[src/rtl/pattern_matcher_pkg.sv]
// pattern_matcher_pkg: shared constants and helpers for pattern_matcher
package pattern_matcher_pkg;
    localparam int LEN_MIN = 2;
    localparam int LEN_MAX = 32;
    function automatic int fill_w(input int len);
        return $clog2(len);
    endfunction
    function automatic logic [31:0] sat_inc(input logic [31:0] value, input int width);
        logic [32:0] max;
        max = (33'd1 << width) - 33'd1;
        return (value >= max[31:0]) ? value : value + 32'd1;
    endfunction
endpackage

[src/rtl/pm_sat_counter.sv]
// pm_sat_counter: CNT_W-bit saturating counter with priority synchronous clear
//   clk, rst (async, active high), clr (wins over inc), inc, count
module pm_sat_counter
    import pattern_matcher_pkg::*;
#(
    parameter int CNT_W = 8
) (
    input  logic             clk,
    input  logic             rst,
    input  logic             clr,
    input  logic             inc,
    output logic [CNT_W-1:0] count
);
    always_ff @(posedge clk or posedge rst)
        if (rst) count <= '0;
        else if (clr) count <= '0;
        else if (inc) count <= CNT_W'(sat_inc(32'(count), CNT_W));
endmodule

[src/rtl/pattern_matcher.sv]
// pattern_matcher: serial detector of a loadable LEN-bit pattern with don't-care mask
//   clk, rst (async, active high)
//   cfg_load, pattern_in, mask_in: load pattern/mask, flush history
//   overlap: 1 = overlapping matches, 0 = restart after a match
//   in_valid, x: serial stream bit; y: Mealy match strobe
//   cnt_clr, match_count: saturating match counter, only with PATTERN_MATCHER_CNT_EN
module pattern_matcher
    import pattern_matcher_pkg::*;
#(
    parameter int LEN   = 4,
    parameter int CNT_W = 8
) (
    input  logic             clk,
    input  logic             rst,
    input  logic             cfg_load,
    input  logic [LEN-1:0]   pattern_in,
    input  logic [LEN-1:0]   mask_in,
    input  logic             overlap,
    input  logic             in_valid,
    input  logic             x,
    input  logic             cnt_clr,
    output logic             y,
    output logic [CNT_W-1:0] match_count
);
    localparam int FW = fill_w(LEN);
    localparam int HW = LEN - 1;
    localparam logic [FW-1:0] FULL = FW'(LEN - 1);
    logic [LEN-1:0] pattern_q, mask_q;
    logic [HW-1:0]  hist;
    logic [FW-1:0]  fill;
    logic           restart;
    assign y = in_valid & ~cfg_load & (fill == FULL) & ~|(({hist, x} ^ pattern_q) & mask_q);
    assign restart = y & ~overlap;
    always_ff @(posedge clk or posedge rst)
        if (rst) begin
            pattern_q <= '0;
            mask_q    <= '0;
            hist      <= '0;
            fill      <= '0;
        end else if (cfg_load) begin
            pattern_q <= pattern_in;
            mask_q    <= mask_in;
            hist      <= '0;
            fill      <= '0;
        end else if (in_valid) begin
            // truncating cast drops the oldest bit of the shifted window
            hist <= restart ? '0 : HW'({hist, x});
            fill <= restart ? '0 : (fill == FULL) ? fill : fill + 1'b1;
        end
`ifdef PATTERN_MATCHER_CNT_EN
    pm_sat_counter #(.CNT_W(CNT_W)) u_cnt (
        .clk  (clk),
        .rst  (rst),
        .clr  (cnt_clr),
        .inc  (y),
        .count(match_count)
    );
`else
    logic unused_cnt_clr;
    assign unused_cnt_clr = cnt_clr;
    assign match_count = '0;
`endif
endmodule

[config.mk]
export PLATFORM = sky130hd
export DESIGN_NAME = pattern_matcher
export DESIGN_NICKNAME = d
export VERILOG_FILES = /design/src/rtl/pattern_matcher_pkg.sv /design/src/rtl/pm_sat_counter.sv /design/src/rtl/pattern_matcher.sv
export SDC_FILE = /design/constraint.sdc
export NUM_CORES = 1
export LEC_CHECK = 0
export ABC_AREA = 1
export BUFFER_PORTS_ARGS = -buffer_cell sky130_fd_sc_hd__buf_2
export CAP_MARGIN = 10
export CORE_UTILIZATION = 48
export CTS_CLUSTER_DIAMETER = 50
export DETAILED_ROUTE_END_ITERATION = 10
export PLACE_DENSITY = 0.78
export SETUP_SLACK_MARGIN = 0.05
export SYNTH_ARGS = -nofsm -noshare
export SYNTH_HDL_FRONTEND = slang
export SYNTH_SLANG_ARGS = --single-unit
[constraint.sdc]
create_clock -name clk -period 1.7 [get_ports clk]
set_clock_uncertainty 0.1 [all_clocks]
set_input_delay 0.34 -clock clk [delete_from_list [all_inputs] [get_ports clk]]
set_output_delay 0.34 -clock clk [all_outputs]
set_load 0.02 [all_outputs]
## Word level (Yosys, flattened, before mapping)

Cells that the tools add are included.

- Flip-flop bits (word level): 13
- Bits of input ports: 15
- Output and inout port bits: 9
- Word-level logic and storage cells: 26

- Add/subtract/negate cells: 1
- Eq/ne operators: 2
- Mux-type cells: 7
- Bitwise logic cells: 8
- Reductions and logical operators: 4

Operators with widths:

| operator | count |
|---|---|
| 2-to-1 mux 3 bit | 3 |
| 2-to-1 mux 2 bit | 4 |
| AND 1 bit | 4 |
| AND 4 bit | 1 |
| OR reduction 4 bit | 1 |
| XOR 4 bit | 1 |
| != test 3 bit, second input constant | 1 |
| adder 2 x 1 -> 2 bit, second input constant | 1 |
| == test 2 bit, second input constant | 1 |
| NOT 1 bit | 2 |
| AND reduction 2 bit | 1 |
| nonzero test 2 bit | 1 |
| zero test 1 bit | 1 |

## Logic depth before layout (Yosys ltp)

- Depth after elaboration: 9
- Mapped depth: 10
- Depth with buffers taken out: 10

## Least setup slack after synthesis

OpenSTA, ideal clock, no wires.

- Path kind: register to output
- Start: register fill[0]
- End: output y
- Data arrival time: 1355 ps
- Data required time: 1260 ps
- Setup slack: -95 ps
- Stages on the path, launching flop included: 6
- Buffers on the path: 0
- Cells stage by stage: dfrtp_1 ha_1 nand2_1 nor2_1 nand2_1 nor4_1

- Word-level cells in the longest chain between the ends: 3

RTL lines:

| item | RTL line | source |
|---|---|---|
| start: declaration | pattern_matcher.sv:30 | `logic [FW-1:0] fill;` |
| start signal: assignment | pattern_matcher.sv:48 | `fill <= restart ? '0 : (fill == FULL) ? fill : fill + 1'b1;` |
| == test 2 bit | pattern_matcher.sv:32 | `assign y = in_valid & ~cfg_load & (fill == FULL) & ~\|(({hist, x} ^ pattern_q) & mask_q);` |
| AND 1 bit (2 in series) | pattern_matcher.sv:32 |  |
| end: declaration | pattern_matcher.sv:22 | `output logic y,` |

Every way passes these cells.

## Final worst setup path

- Start: register fill[1]
- End: output y

The elaborated chain is that of the path after synthesis.

==> impl_metrics.csv <==
group,metric,value,unit
floorplanning,initial_core_util,53.29,%
pwr,power-per-cell-area,803.1,nW/um2
critical_path,r2r-end,"fill[0]",
critical_path,crit_arrival,1370,ps
global_routing,grtUsageMet1,20.27,%
cells_and_area,diodes,0,
sta,timing.fmax,552.7,MHz
floorplanning,die_h,40.72,um
global_routing,grt.total_usage,21.35,%
floorplanning,core,1350,um2
logic_synthesis,synthesis.area,719.4,um2
route,viasPerCell,4.782,
route,wl_per_cell,10.67,um
logic_synthesis,yosysWarnings,0,
outcome,violations,"setup timing",
cts,tritoncts,"done",
sta,hold-worst-slack,153.1,ps
cts,insertion_delay,280,ps
logic_synthesis,yosys.area_share.simple,34.78,%
sta,timing.final.ws_setup,-109.4,ps
flow_run,max_cap_violations,0,
sta,setup_viol,1,
route,ant_nets,0,
critical_path,path_max_fanout,2,
critical_path,reg2reg_from,"fill[1]",
pwr,power_leakage,0.4777,nW
critical_path,crit_path_end_kind,"primary output",
sta,rsz0062_at_grt,"yes",
global_routing,grt_pass1_vias,585,
route,drc,0,
cts,htree_levels,1,
logic_synthesis,ys_ff_latch,13,
route,vias,636,
logic_synthesis,synth_mux_area_share,0,%
global_routing,antenna_found_initial,0,
global_routing,grt_start_max_net_pins,14,
cts,clk_pin_slew,90,ps
hold_path,hp-class,"in -> reg",
logic_synthesis,synth-seq-area-share,45.22,%
floorplanning,die_area,1658,um2
logic_synthesis,synth_edf_count,0,
critical_path,cp.required,1260,ps
critical_path,reg2reg_depth,12,
logic_synthesis,synth_commonest_cells,"nand2_1, dfrtp_1, buf_4, nor2_1, inv_1",
pwr,ir_drop,0.4195,mV
placed_design,gp_congestion,0.7394,
sta,period_needed,1809,ps
critical_path,worst-setup-path-type,"reg -> out",
logic_synthesis,yosysMostFrequentCell,"nand2_1",
global_routing,grtUsageMet2,39.68,%
global_routing,globalRouteMet3Util,4.891,%
logic_synthesis,avgSynthCellArea,7.494,um2
cells_and_area,final_nets,135,
logic_synthesis,async_reset_ff_share,100.0,%
sta,final.period_utilization,106.4,%
sta,hold_violations,0,
global_routing,busiest_layer,"met2",
cells_and_area,layout-area-overhead-vs-synth,20.52,%
logic_synthesis,yosysTopAreaCell,"dfrtp_1",
logic_synthesis,ys.flop_type,"dfrtp_1",
route,drt_iter0_drc,7,
pwr,finalPower,0.0006963,W
placed_design,port_buffers,14,
floorplanning,rows,13,
critical_path,crit_path_start_kind,"register",
cells_and_area,fillers,128,
cts,cts_buffers,3,
floorplanning,die_w,40.72,um
logic_synthesis,synth_compound_area_share,4.000,%
logic_synthesis,synthAdderAreaFrac,1.739,%
logic_synthesis,ys_top_cells_by_area,"dfrtp_1, nand2_1, buf_4",
logic_synthesis,synth_top_family_by_area,"simple AND/OR/NAND/NOR gates",
cts,cts_root_buffer,"clkbuf_4",
cells_and_area,drive_gt1_share,28.81,%
outcome,status,"finished with violations",
cts,cts_sinks,13,
route,first_pass_iters,2,
logic_synthesis,yosysUniqueCellTypes,18,
critical_path,r2r_slack,40,ps
route,wirelength,1419,um
logic_synthesis,synth_top_area_share,45.22,%
global_routing,grt_overflow_total,0,
sta,tns,-109.4,ps
global_routing,grt_pass1_wl,2173,um
placed_design,place_hpwl,985,um
critical_path,endpoint,"y",
floorplanning,io_pins,24,
logic_synthesis,synth_xor_area_share,0,%
cts,cts_buffer_depth,2,
sta,drv_slew,0,
critical_path,startpoint,"fill[1]",
logic_synthesis,synth_cells,96,
[cell type report]
cell class	instances	area (um2)	share of cell area, %
Timing Repair Buffer	21	131.4	15.15
Tap cell	15	18.77	2.165
Sequential cell	13	325.3	37.52
Multi-Input combinational cell	72	335.3	38.67
Clock buffer	4	26.28	3.030
Inverter	8	30.03	3.463
[stage by stage]
step | setup WS, ps | std cells | area, um2 | utilization (%)
final | -109.4 | 133 | 867.1 | 64.23
after global routing | -195.9 | 133 | 867.1 | 64.23
after CTS | -130.2 | 132 | 848.3 | 62.84
after detailed placement | 123.7 | 124 | 787.0 | 58.29
after global placement | 144.2 | 124 | 787.0 | 58.29
after floorplan | 134.6 | 103 | 752.0 | -
[where the power goes]
part	total, W	switching [W]	leakage [nW]	internal (W)
combinational	0.000143	0.0000857	0.299	0.0000569
clock	0.000199	0.000108	0.0150	0.0000911
sequential	0.000355	0.0000176	0.164	0.000337
[cell families after synthesis]
group           Yosys count
compound gates            5
simple gates             58
buf+inv                  18
other cells               1
flops                    13
fa+ha+maj                 1
[critical path: stages (launching register included)]
cell     delay (ps)
dfrtp_1         370
ha_2            180
nand2_1          50
nor2_1           70
nand2_1          90
nor4_2          150
buf_4           180
[sequential cells by signal (all words and copies together) (netlist names)]
register,cells
fill,2
hist,3
pattern_q,4
mask_q,4
[cell usage in the layout (no fill, tap or decap)]
cell	count
dfrtp_1	13
nor2_4	1
inv_2	2
conb_1	8
o21ai_1	4
ha_2	1
buf_6	1
nand3b_1	1
a21oi_2	1
nor4_2	1
dlygate4sd3_1	1
buf_2	13
nand3_2	2
nand2_1	40
inv_1	6
nand2_2	2
nor2_2	1
nand3_1	3
buf_4	6
nor2_1	7
clkbuf_4	3
clkbuf_1	1
[metal layers]
layer	part of all wire (%)	wire length, um
met2	51	718
met4	4.4	63
met3	3.7	53
met1	41	584
met5	0	0
[worst min-delay path by stage]
stage / startpoint / endpoint / slack [ps] / cells after the start
3_5_place_dp: rst / mask_q[1] / 290 / 2
3_3_place_gp: rst / mask_q[1] / 280 / 2
4_1_cts: mask_in[1] / mask_q[1] / 150 / 3
2_1_floorplan: rst / fill[0] / 120 / 1
6_report: mask_in[1] / mask_q[1] / 150 / 3
5_1_grt: mask_in[0] / mask_q[0] / 150 / 3
[timing repair]
item / in CTS / in global routing
gates cloned: 0 / 0
gates resized for setup: 1 / 3
hold endpoints to repair: 13 / 0
pin swaps: 2 / 3
setup endpoints to repair: 1 / 2
buffers inserted: 3 / 1
hold buffers: 1 / 0
(Power assumes the default switching activity.)
